### src/rtl/intgen_pkg.sv
// intgen_pkg: shared constants for the multi-channel interrupt generator.
//   - Register offsets within one channel's 4-word window.
//   - Bit positions of the CTRL register fields.
package intgen_pkg;

    localparam logic [1:0] REG_LOAD   = 2'd0;
    localparam logic [1:0] REG_CTRL   = 2'd1;
    localparam logic [1:0] REG_COUNT  = 2'd2;
    localparam logic [1:0] REG_STATUS = 2'd3;

    localparam int CTRL_EN  = 0;
    localparam int CTRL_PER = 1;
    localparam int CTRL_IE  = 2;
    localparam int CTRL_W   = 3;

endpackage

### src/rtl/intgen_chan.sv
// intgen_chan: one timer channel (down-counter, reload, CTRL, pending flag).
// Ports:
//   clk_i, rst_i  : clock, asynchronous active-high reset
//   i_load_we     : write LOAD this cycle (sets reload and counter)
//   i_ctrl_we     : write CTRL this cycle
//   i_clr_we      : W1C of pending this cycle (already qualified by data bit0)
//   i_wdata       : write data
//   o_count       : live counter value
//   o_reload      : reload register
//   o_ctrl        : {IE, PERIODIC, EN}
//   o_pending     : pending flag (unmasked)
module intgen_chan
    import intgen_pkg::*;
#(
    parameter int CNT_W = 8
) (
    input  logic              clk_i,
    input  logic              rst_i,
    input  logic              i_load_we,
    input  logic              i_ctrl_we,
    input  logic              i_clr_we,
    input  logic [CNT_W-1:0]  i_wdata,
    output logic [CNT_W-1:0]  o_count,
    output logic [CNT_W-1:0]  o_reload,
    output logic [CTRL_W-1:0] o_ctrl,
    output logic              o_pending
);

    logic [CNT_W-1:0]  r_count;
    logic [CNT_W-1:0]  r_reload;
    logic [CTRL_W-1:0] r_ctrl;
    logic              r_pending;
    logic              w_expire;

    // Expiry is judged on the pre-edge counter, so it still fires when a
    // LOAD write takes over the counter in the same cycle.
    assign w_expire = r_ctrl[CTRL_EN] && (r_count == CNT_W'(1));

    always_ff @(posedge clk_i or posedge rst_i) begin
        if (rst_i) begin
            r_count   <= '0;
            r_reload  <= '0;
            r_ctrl    <= '0;
            r_pending <= 1'b0;
        end else begin
            if (i_load_we) begin
                r_count  <= i_wdata;
                r_reload <= i_wdata;
            end else if (w_expire) begin
                // A zero reload in periodic mode parks the counter at 0.
                r_count <= (r_ctrl[CTRL_PER] && (r_reload != '0)) ? r_reload : '0;
            end else if (r_ctrl[CTRL_EN] && (r_count != '0)) begin
                r_count <= r_count - CNT_W'(1);
            end

            if (i_ctrl_we) begin
                r_ctrl <= i_wdata[CTRL_W-1:0];
            end

            // Set beats clear when both land on the same edge.
            if (w_expire) begin
                r_pending <= 1'b1;
            end else if (i_clr_we) begin
                r_pending <= 1'b0;
            end
        end
    end

    assign o_count   = r_count;
    assign o_reload  = r_reload;
    assign o_ctrl    = r_ctrl;
    assign o_pending = r_pending;

endmodule

### src/rtl/intgen_multi.sv
// intgen_multi: NCH independent interrupt timers behind one Wishbone slave.
// Ports:
//   clk_i, rst_i        : clock, asynchronous active-high reset
//   wb_adr_i            : word address {channel, reg[1:0]}
//   wb_dat_i / wb_dat_o : write / read data (CNT_W bits)
//   wb_we_i, wb_cyc_i, wb_stb_i, wb_ack_o : Wishbone handshake
//   irq_vec_o           : per-channel pending & IE
//   irq_o               : OR of irq_vec_o
//
// Handshake: a transfer is requested when wb_cyc_i & wb_stb_i is high and
// is accepted in that same cycle; wb_ack_o mirrors the request
// combinationally, there are no wait states. Writes commit on the clock
// edge that ends the acknowledged cycle; read data is valid while ack is high.
module intgen_multi
    import intgen_pkg::*;
#(
    parameter int NCH   = 4,
    parameter int CNT_W = 8,
    parameter int CH_AW = 2
) (
    input  logic             clk_i,
    input  logic             rst_i,
    input  logic [CH_AW+1:0] wb_adr_i,
    input  logic [CNT_W-1:0] wb_dat_i,
    input  logic             wb_we_i,
    input  logic             wb_cyc_i,
    input  logic             wb_stb_i,
    output logic [CNT_W-1:0] wb_dat_o,
    output logic             wb_ack_o,
    output logic [NCH-1:0]   irq_vec_o,
    output logic             irq_o
);

    logic             w_acc;
    logic             w_wr;
    logic [CH_AW-1:0] w_ch;
    logic [1:0]       w_reg;
    logic [CNT_W-1:0] w_rdata;

    logic [CNT_W-1:0]  w_count   [NCH];
    logic [CNT_W-1:0]  w_reload  [NCH];
    logic [CTRL_W-1:0] w_ctrl    [NCH];
    logic [NCH-1:0]    w_pending;
    logic [NCH-1:0]    w_irq_vec;

    assign w_acc    = wb_cyc_i & wb_stb_i;
    assign w_wr     = w_acc & wb_we_i;
    assign w_ch     = wb_adr_i[CH_AW+1:2];
    assign w_reg    = wb_adr_i[1:0];
    assign wb_ack_o = w_acc;

    // Channels beyond NCH never match a generate index, so their writes
    // fall on the floor and their reads keep the default of 0.
    for (genvar g = 0; g < NCH; g++) begin : g_chan
        logic w_hit;
        assign w_hit = w_wr && (w_ch == CH_AW'(g));

        intgen_chan #(
            .CNT_W (CNT_W)
        ) u_chan (
            .clk_i     (clk_i),
            .rst_i     (rst_i),
            .i_load_we (w_hit && (w_reg == REG_LOAD)),
            .i_ctrl_we (w_hit && (w_reg == REG_CTRL)),
            .i_clr_we  (w_hit && (w_reg == REG_STATUS) && wb_dat_i[0]),
            .i_wdata   (wb_dat_i),
            .o_count   (w_count[g]),
            .o_reload  (w_reload[g]),
            .o_ctrl    (w_ctrl[g]),
            .o_pending (w_pending[g])
        );

        assign w_irq_vec[g] = w_pending[g] & w_ctrl[g][CTRL_IE];
    end

    always_comb begin
        w_rdata = '0;
        if (w_acc) begin
            for (int k = 0; k < NCH; k++) begin
                if (w_ch == CH_AW'(k)) begin
                    case (w_reg)
                        REG_LOAD:   w_rdata = w_reload[k];
                        REG_CTRL:   w_rdata = CNT_W'(w_ctrl[k]);
                        REG_COUNT:  w_rdata = w_count[k];
                        REG_STATUS: w_rdata = CNT_W'(w_pending[k]);
                        default:    w_rdata = '0;
                    endcase
                end
            end
        end
    end

    assign wb_dat_o  = w_rdata;
    assign irq_vec_o = w_irq_vec;
    assign irq_o     = |w_irq_vec;

endmodule

### config.mk
export PLATFORM = sky130hd
export DESIGN_NAME = intgen_multi
export DESIGN_NICKNAME = d
export VERILOG_FILES = /design/src/rtl/intgen_pkg.sv /design/src/rtl/intgen_chan.sv /design/src/rtl/intgen_multi.sv
export SDC_FILE = /design/constraint.sdc
export NUM_CORES = 1
export LEC_CHECK = 0
export CAP_MARGIN = 40
export CELL_PAD_IN_SITES_DETAIL_PLACEMENT = 0
export CELL_PAD_IN_SITES_GLOBAL_PLACEMENT = 1
export CORE_MARGIN = 2
export CORE_UTILIZATION = 40
export DETAILED_ROUTE_END_ITERATION = 10
export PLACE_DENSITY = 0.73
export SLEW_MARGIN = 20
export SYNTH_ARGS = -nofsm -noshare
export SYNTH_HDL_FRONTEND = slang
export SYNTH_HIERARCHICAL = 1
export SYNTH_SLANG_ARGS = --single-unit
### constraint.sdc
create_clock -name clk_i -period 2.1 [get_ports clk_i]
set_input_delay 0.42 -clock clk_i [delete_from_list [all_inputs] [get_ports clk_i]]
set_output_delay 0.42 -clock clk_i [all_outputs]
set_load 0.02 [all_outputs]
==> metrics.md, run 1 <==
| Metric | Value |
|---|---|
| Fraction of registers with async set/reset | 1.00 |
| Tightest Pin Transition | 609 ps |
| Syn. warnings | 6 |
| Antenna Cells | 0 |
| Top cell by count, worst path | buf_12 |
| CP Launch Point | wb_adr_i[1] |
| Die ar. | 15400 um2 |
| Initial core utilization | 0.413 |
| H-tree levels | 3 |
| Post-layout util | 0.558 |
| Max Root-Sink Buffers | 2 |
| # port buffers | 30 |
| Switch Pwr | 2.75 mW |
| Leakage power | 3.43 nW |
| Synth cell types | 63 |
| Top cells by area, synth | dfrtp_1 35%, mux2_2 8.6%, mux2i_1 4.3% |
| Grt total ovfl | 0 |
| Num CTS Buffers | 9 |
| Area delta synth->final | 34.9% |
| WP data required | 1680 ps |
| Clk slew on worst S/H paths | 60 ps |
| Final Cycle Share | 1.01 |
| ANT nets after route | 0 |
| Min Clock Period, post-route | 2130 ps |
| Crit path kind | in -> out |
| DR WL/cell | 19.8 um |
| Placer Congestion | 0.899 |
| Via count | 5469 |
| Max-slew violation count | 0 |
| Placed Cells | 904 |
| Post-Synthesis Cells | 600 |
| Layout cells sized above 1 | 0.413 |
| Setup crit end kind | output pin |
| Initial antenna violation count | 0 |
| Floorplan row count | 43 |
| Failing checks | negative setup slack |
| Clk pwr share | 0.206 |
| Hold Fails Final Rpt | 0 |
| Worst r2r dst | g_chan[2].u_chan/o_count[5] |
| Highest clock rate | 471 MHz |
| Dominant cell by count in the synthesized netlist | dfrtp_1 |
| Drt drc | 0 |
| Vias in the first global route | 5316 |
| Ports | 31 |
| Internal power | 4.53 mW |
| Register-to-Register Setup Slack | 90 ps |
| Nets | 779 |
| Yosys reg bits | 80 |
| CP peak stage delay | 330 ps |
| Hold WC Path Type | in -> async |
| Placed cell area | 7010 um2 |
| CTS tree | built |
| Flop pwr share | 0.323 |
| CP Capture Point | wb_dat_o[1] |
| Seq/Total Area, Yosys | 0.346 |
| Clk_lat worst skew | 350 ps |
| Syn_nets | 629 |
| Critical Path Start Type | input pin |
| Max-cap viol count | 0 |
| GRT Util Overall | 0.238 |
| Hold WS | 505 ps |
| Peak VDD IR | 389 uV |
| Number of synthesized flops with an enable pin | 0 |
| Via/cell ratio | 5.85 |
| DP HPWL | 13600 um |
| Largest net degree at the start of global routing | 21 |
| Worst-path fanout max | 5 |
| First-pass GRT wire length | 29400 um |
| Clock sink count | 80 |
| Prevailing post-synth register cell | dfrtp_1 |
| Synth top area share | 0.346 |
| Critical path, cell by cell | buf_12 -> buf_12 -> buf_6 -> mux2_4 -> nand2_2 -> a311o_1 -> a21oi_2 -> buf_4 |
| Finish-stage setup viols | 2 |
| Post-Syn Area | 5780 um2 |
| CP max-delay cell | a311o_1 |
| Gate power share | 0.471 |
| TritonRoute pass-1 iters | 5 |
| PD cells | 934 nW/um2 |
| RSZ-0062 raised after global routing | true |
| DR iter-0 viols | 511 |
| Core area | 14000 um2 |
| Slew headroom | 0.593 |
| Post-synth top area cell | dfrtp_1 |
| Crit path DAT | 1710 ps |
| PnR worst setup slack | -25.4 ps |
| Sw frac | 0.378 |
| Origin of the critical flop-to-flop path | g_chan[2].u_chan/o_count[1] |
| Worst Reg-to-Reg Cells | 8 |
| Run status | finished with violations |
| Die Span X | 124 um |
| Post-Route Skew | 9.82 ps |
| Pre-CTS setup slack | -999 ps |
| Final instance area | 7800 um2 |
| CTS root buffer | clkbuf_16 |
| Avg Cell Area, Syn | 9.63 um2 |
| Final WL | 18500 um |
| Post-route insts no fill | 935 |
| Most frequent cells after synthesis | 80 x dfrtp_1, 45 x inv_1, 44 x a21oi_1, 44 x mux2_2, 26 x nor3_1 |
| Die Y | 124 um |
-- power groups by stage --
stage	registers (mW)	logic, mW	clock network [mW]
2_1_floorplan	2.44	1.75	0
3_3_place_gp	2.34	3.06	0
3_5_place_dp	2.35	3.14	0
4_1_cts	2.33	3.23	1.53
5_1_grt	2.40	3.72	1.60
6_report	2.35	3.43	1.50
-- metal layers --
metal	vias up	track usage	wire length [um]
li1	2567	-	-
met1	2727	0.341	8790
met2	157	0.373	8740
met3	18	0.0469	791
met4	0	0.0509	222
met5	-	0	0
-- worst min path at each step --
stage | start | end | slack (ps) | cells after the start
after floorplan | rst_i | g_chan[0].u_chan/o_count[0] | 380 | 1
after global placement | g_chan[0].u_chan/o_ctrl[2] | g_chan[0].u_chan/o_ctrl[2] | 510 | 1
after detailed placement | g_chan[2].u_chan/o_ctrl[2] | g_chan[2].u_chan/o_ctrl[2] | 530 | 1
after CTS | rst_i | g_chan[2].u_chan/o_ctrl[1] | 500 | 2
after global routing | rst_i | g_chan[2].u_chan/o_ctrl[1] | 520 | 2
final | rst_i | g_chan[2].u_chan/o_ctrl[1] | 510 | 2
-- cells in the final DEF (no fill, tap or decap), types with 5 or more instances in the layout --
cell type,n
ha_1,11
mux2i_1,21
or2_2,8
nand2_1,18
or3_1,8
o22ai_1,9
nor3_1,21
nor2_1,21
a31oi_1,13
mux2_2,43
o22ai_2,6
o21ai_0,13
inv_1,45
and3_1,9
o211ai_1,9
buf_4,138
nor4_1,8
clkbuf_16,9
o2bb2ai_1,5
a21oi_2,5
clkdlybuf4s50_1,14
nand3_1,18
o32a_1,12
a21oi_1,38
buf_6,12
dfrtp_1,80
nand2b_1,6
or4_1,5
-- logic make-up after synthesis --
logic type                 synth area share
AOI/OAI and AO/OA                     0.192
buffers and inverters                0.0838
and+or+nand+nor                       0.201
muxes                                 0.139
adders and majority gates            0.0260
xor gates and xnor gates             0.0121
DFF                                   0.346
-- cell type report --
type,instances,area (um2)
fillers,1232,6190
multi-input cells,439,3660
flip-flops and latches,80,2000
repair buffers,175,1460
clock buffers,13,270
well taps,180,225
inverters,45,169
clock inverters,3,15.0
-- worst max-delay path: cells and delay by family --
| family | cells | cell delay [ps] |
|---|---|---|
| buf+inv | 4 | 510 |
| compound gates | 2 | 500 |
| mux | 1 | 210 |
| simple gates | 1 | 50 |
-- stage by stage --
stage | setup TNS, ps | total power, mW
CTS | -51.8 | 7.09
detailed placement | -42310 | 5.49
global placement | -39210 | 5.40
global route | -250 | 7.73
finish | -32.1 | 7.28
floorplan | 0 | 4.19
-- flip-flops by register name, summed over array words and instances (netlist names) --
signal	count
g_chan.u_chan/o_count	32
g_chan.u_chan/o_pending	4
g_chan.u_chan/o_reload	32
g_chan.u_chan/o_ctrl	12
-- what timing repair did --
item | CTS | global route
gates cloned | 1 | 0
resized for setup | 100 | 53
pin swaps | 16 | 21
setup endpoints to repair | 77 | 28
hold buffers | 0 | 0
setup buffers | 6 | 9
(Power assumes the default switching activity.)
==> inputs of run 2 (changes only) <==
--- a/config.mk
+++ b/config.mk
@@ -18,2 +18,3 @@
 export SYNTH_HIERARCHICAL = 1
 export SYNTH_SLANG_ARGS = --single-unit
+export TNS_END_PERCENT = 20
==> constraint.sdc (replaced) <==
create_clock -name clk_i -period 2.1 [get_ports clk_i]
set_input_delay 0.42 -clock clk_i [delete_from_list [all_inputs] [get_ports clk_i]]
set_output_delay 0.42 -clock clk_i [all_outputs]
set_load 0.05 [all_outputs]
==> run 2 against run 1 <==
Net effect: the run still ends with negative setup slack left; clock power rose by 16%; total power is 3.0% higher; cell count shrank 2.8%; critical path depth down 2; setup slack lost 88 ps; combinational power down 9.9%; die area unchanged; non-clock buffer count is 25 lower; via count shrank 1.4%; largest cell class unchanged.
==> metrics.md, run 2 (synthesized netlist as in run 1, its figures left out) <==
| Metric | Value |
|---|---|
| CTS tree | built |
| Area delta synth->final | 33.1% |
| Initial core utilization | 0.413 (unchanged) |
| # port buffers | 30 (unchanged) |
| Clock sink count | 80 (unchanged) |
| Critical path, cell by cell | buf_4 -> mux2_4 -> a221oi_2 -> nand3b_1 -> a21oi_4 -> buf_12 |
| # fillers | 1229 (-0.24%) |
| WP data required | 1680 ps (about the same) |
| Via/cell ratio | 5.94 (+1.5%) |
| TritonRoute pass-1 iters | 5 (unchanged) |
| Ports | 31 (unchanged) |
| CP max-delay cell | dfrtp_1 |
| PnR worst setup slack | -114 ps (-88.4 ps) |
| Highest clock rate | 452 MHz (-4.0%) |
| Layout cells sized above 1 | 0.413 (about the same) |
| Post-Route Skew | 8.95 ps (-0.871 ps) |
| Largest net degree at the start of global routing | 21 (unchanged) |
| DR iter-0 viols | 559 (+9.4%) |
| Placer Congestion | 0.912 (+1.4%) |
| Vias in the first global route | 5372 (+1.1%) |
| H-tree levels | 3 (unchanged) |
| Hold Fails Final Rpt | 0 (unchanged) |
| Top Family by Delay on Critical Path | flip-flops |
| First-pass GRT wire length | 29900 um (+1.7%) |
| Max Root-Sink Buffers | 2 (unchanged) |
| Crit path kind | reg -> out |
| Hold WC Path Type | reg -> reg |
| DP HPWL | 13300 um (-2.1%) |
| CP peak stage delay | 380 ps (+50 ps) |
| Post-layout util | 0.550 (-0.00778) |
| Clk_lat worst skew | 350 ps (about the same) |
| Finish-stage setup viols | 6 (+4) |
| Nets | 754 (-3.2%) |
| TNS Setup | -277 ps (-245 ps) |
| Max-cap viol count | 0 (unchanged) |
| Die Span X | 124 um (unchanged) |
| Min Clock Period, post-route | 2210 ps (+88.4 ps) |
| Drt drc | 0 (unchanged) |
| Run status | finished with violations |
| Worst-path fanout max | 4 (-1) |
| ANT nets after route | 0 (unchanged) |
| Leakage power | 3.28 nW (-4.6%) |
| Slew headroom | 0.600 (+0.00691) |
| Max-slew violation count | 0 (unchanged) |
| Via count | 5395 (-1.4%) |
| Final WL | 18700 um (+0.99%) |
| PD cells | 976 nW/um2 (+4.5%) |
| Placed cell area | 6900 um2 (-1.6%) |
| Critical Path Start Type | flop |
| Peak VDD IR | 416 uV (+6.9%) |
| Clk slew on worst S/H paths | 70 ps (about the same) |
| Final Cycle Share | 1.05 (+0.0421) |
| Failing checks | negative setup slack |
| DR WL/cell | 20.6 um (+3.9%) |
| GRT Util Overall | 0.242 (+0.00442) |
| Crit path DAT | 1790 ps (+80 ps) |
| Setup crit end kind | output pin |
| Core area | 14000 um2 (unchanged) |
| Final instance area | 7690 um2 (-1.4%) |
| Most common cell after layout, fill and taps aside | buf_4 |
| Die ar. | 15400 um2 (unchanged) |
| Tightest Pin Transition | 598 ps (-10.3 ps) |
| Antenna Cells | 0 (unchanged) |
| Crit path buf inv count | 2 (-2) |
| Grt total ovfl | 0 (unchanged) |
| Initial antenna violation count | 0 (unchanged) |
| Num CTS Buffers | 9 (unchanged) |
| CTS Hold Buffers Added | 0 (unchanged) |
| Most frequent cells in the layout | 112 x buf_4, 59 x dfrtp_1, 45 x inv_1 |
| RSZ-0062 raised after global routing | true |
| Die Y | 124 um (unchanged) |
| CTS root buffer | clkbuf_16 |
| Floorplan row count | 43 (unchanged) |
| Total power | 7.50 mW (+3.0%) |
==> run 2: area by class of cell <==
cell class	count	area [um2]	area share
inverters	45	169	0.0220
clock inverters	3	65.1	0.00846
clock buffers	12	256	0.0333
multi-input cells	439	3580	0.466
repair buffers	150	1360	0.177
flip-flops and latches	80	2030	0.264
well taps	180	225	0.0293
==> run 2: path summary, 6_finish.rpt <==
check                                         endpoint  cells after the start                        start  slack [ps]
setup / recovery                           wb_dat_o[1]                      6  g_chan[2].u_chan/o_count[1]        -110
hold / removal              g_chan[0].u_chan/o_ctrl[2]                      1   g_chan[0].u_chan/o_ctrl[2]         550
setup reg to reg           g_chan[0].u_chan/o_count[5]                      7  g_chan[0].u_chan/o_count[1]          40
hold reg to reg             g_chan[0].u_chan/o_ctrl[2]                      1   g_chan[0].u_chan/o_ctrl[2]         550
max in group asynchronous  g_chan[0].u_chan/o_count[5]                      3                        rst_i        1270
min in group asynchronous   g_chan[1].u_chan/o_ctrl[2]                      3                        rst_i         570
==> run 2: through the flow <==
step	hold slack [ps]	cells	setup WS, ps
detailed placement	520	874	-536
finish	548	909	-114
CTS	534	902	-119
floorplan	384	600	-225
global placement	516	874	-519
global route	566	909	-204
==> run 2: metal layers <==
metal,global-route usage,part of all wire,vias up,wire (um)
met2,0.376,0.46,173,8700
met1,0.349,0.47,2668,8730
met3,0.0344,0.052,26,972
li1,-,-,2528,-
met5,0,0,-,0
met4,0.0760,0.017,0,315
==> run 2: power breakdown <==
part / total [mW] / leakage (nW) / internal, mW / switching, mW
Sequential: 2.68 / 0.927 / 1.99 / 0.691
Clock: 1.74 / 0.159 / 1.10 / 0.643
Combinational: 3.09 / 2.19 / 1.59 / 1.50
==> run 2: timing repair <==
item / CTS / global route
buffers inserted: 10 / 7
gates cloned: 3 / 0
endpoints found under the hold margin: 0 / 0
setup endpoints to repair: 29 / 31
gates resized for setup: 72 / 30
pin swaps: 20 / 12
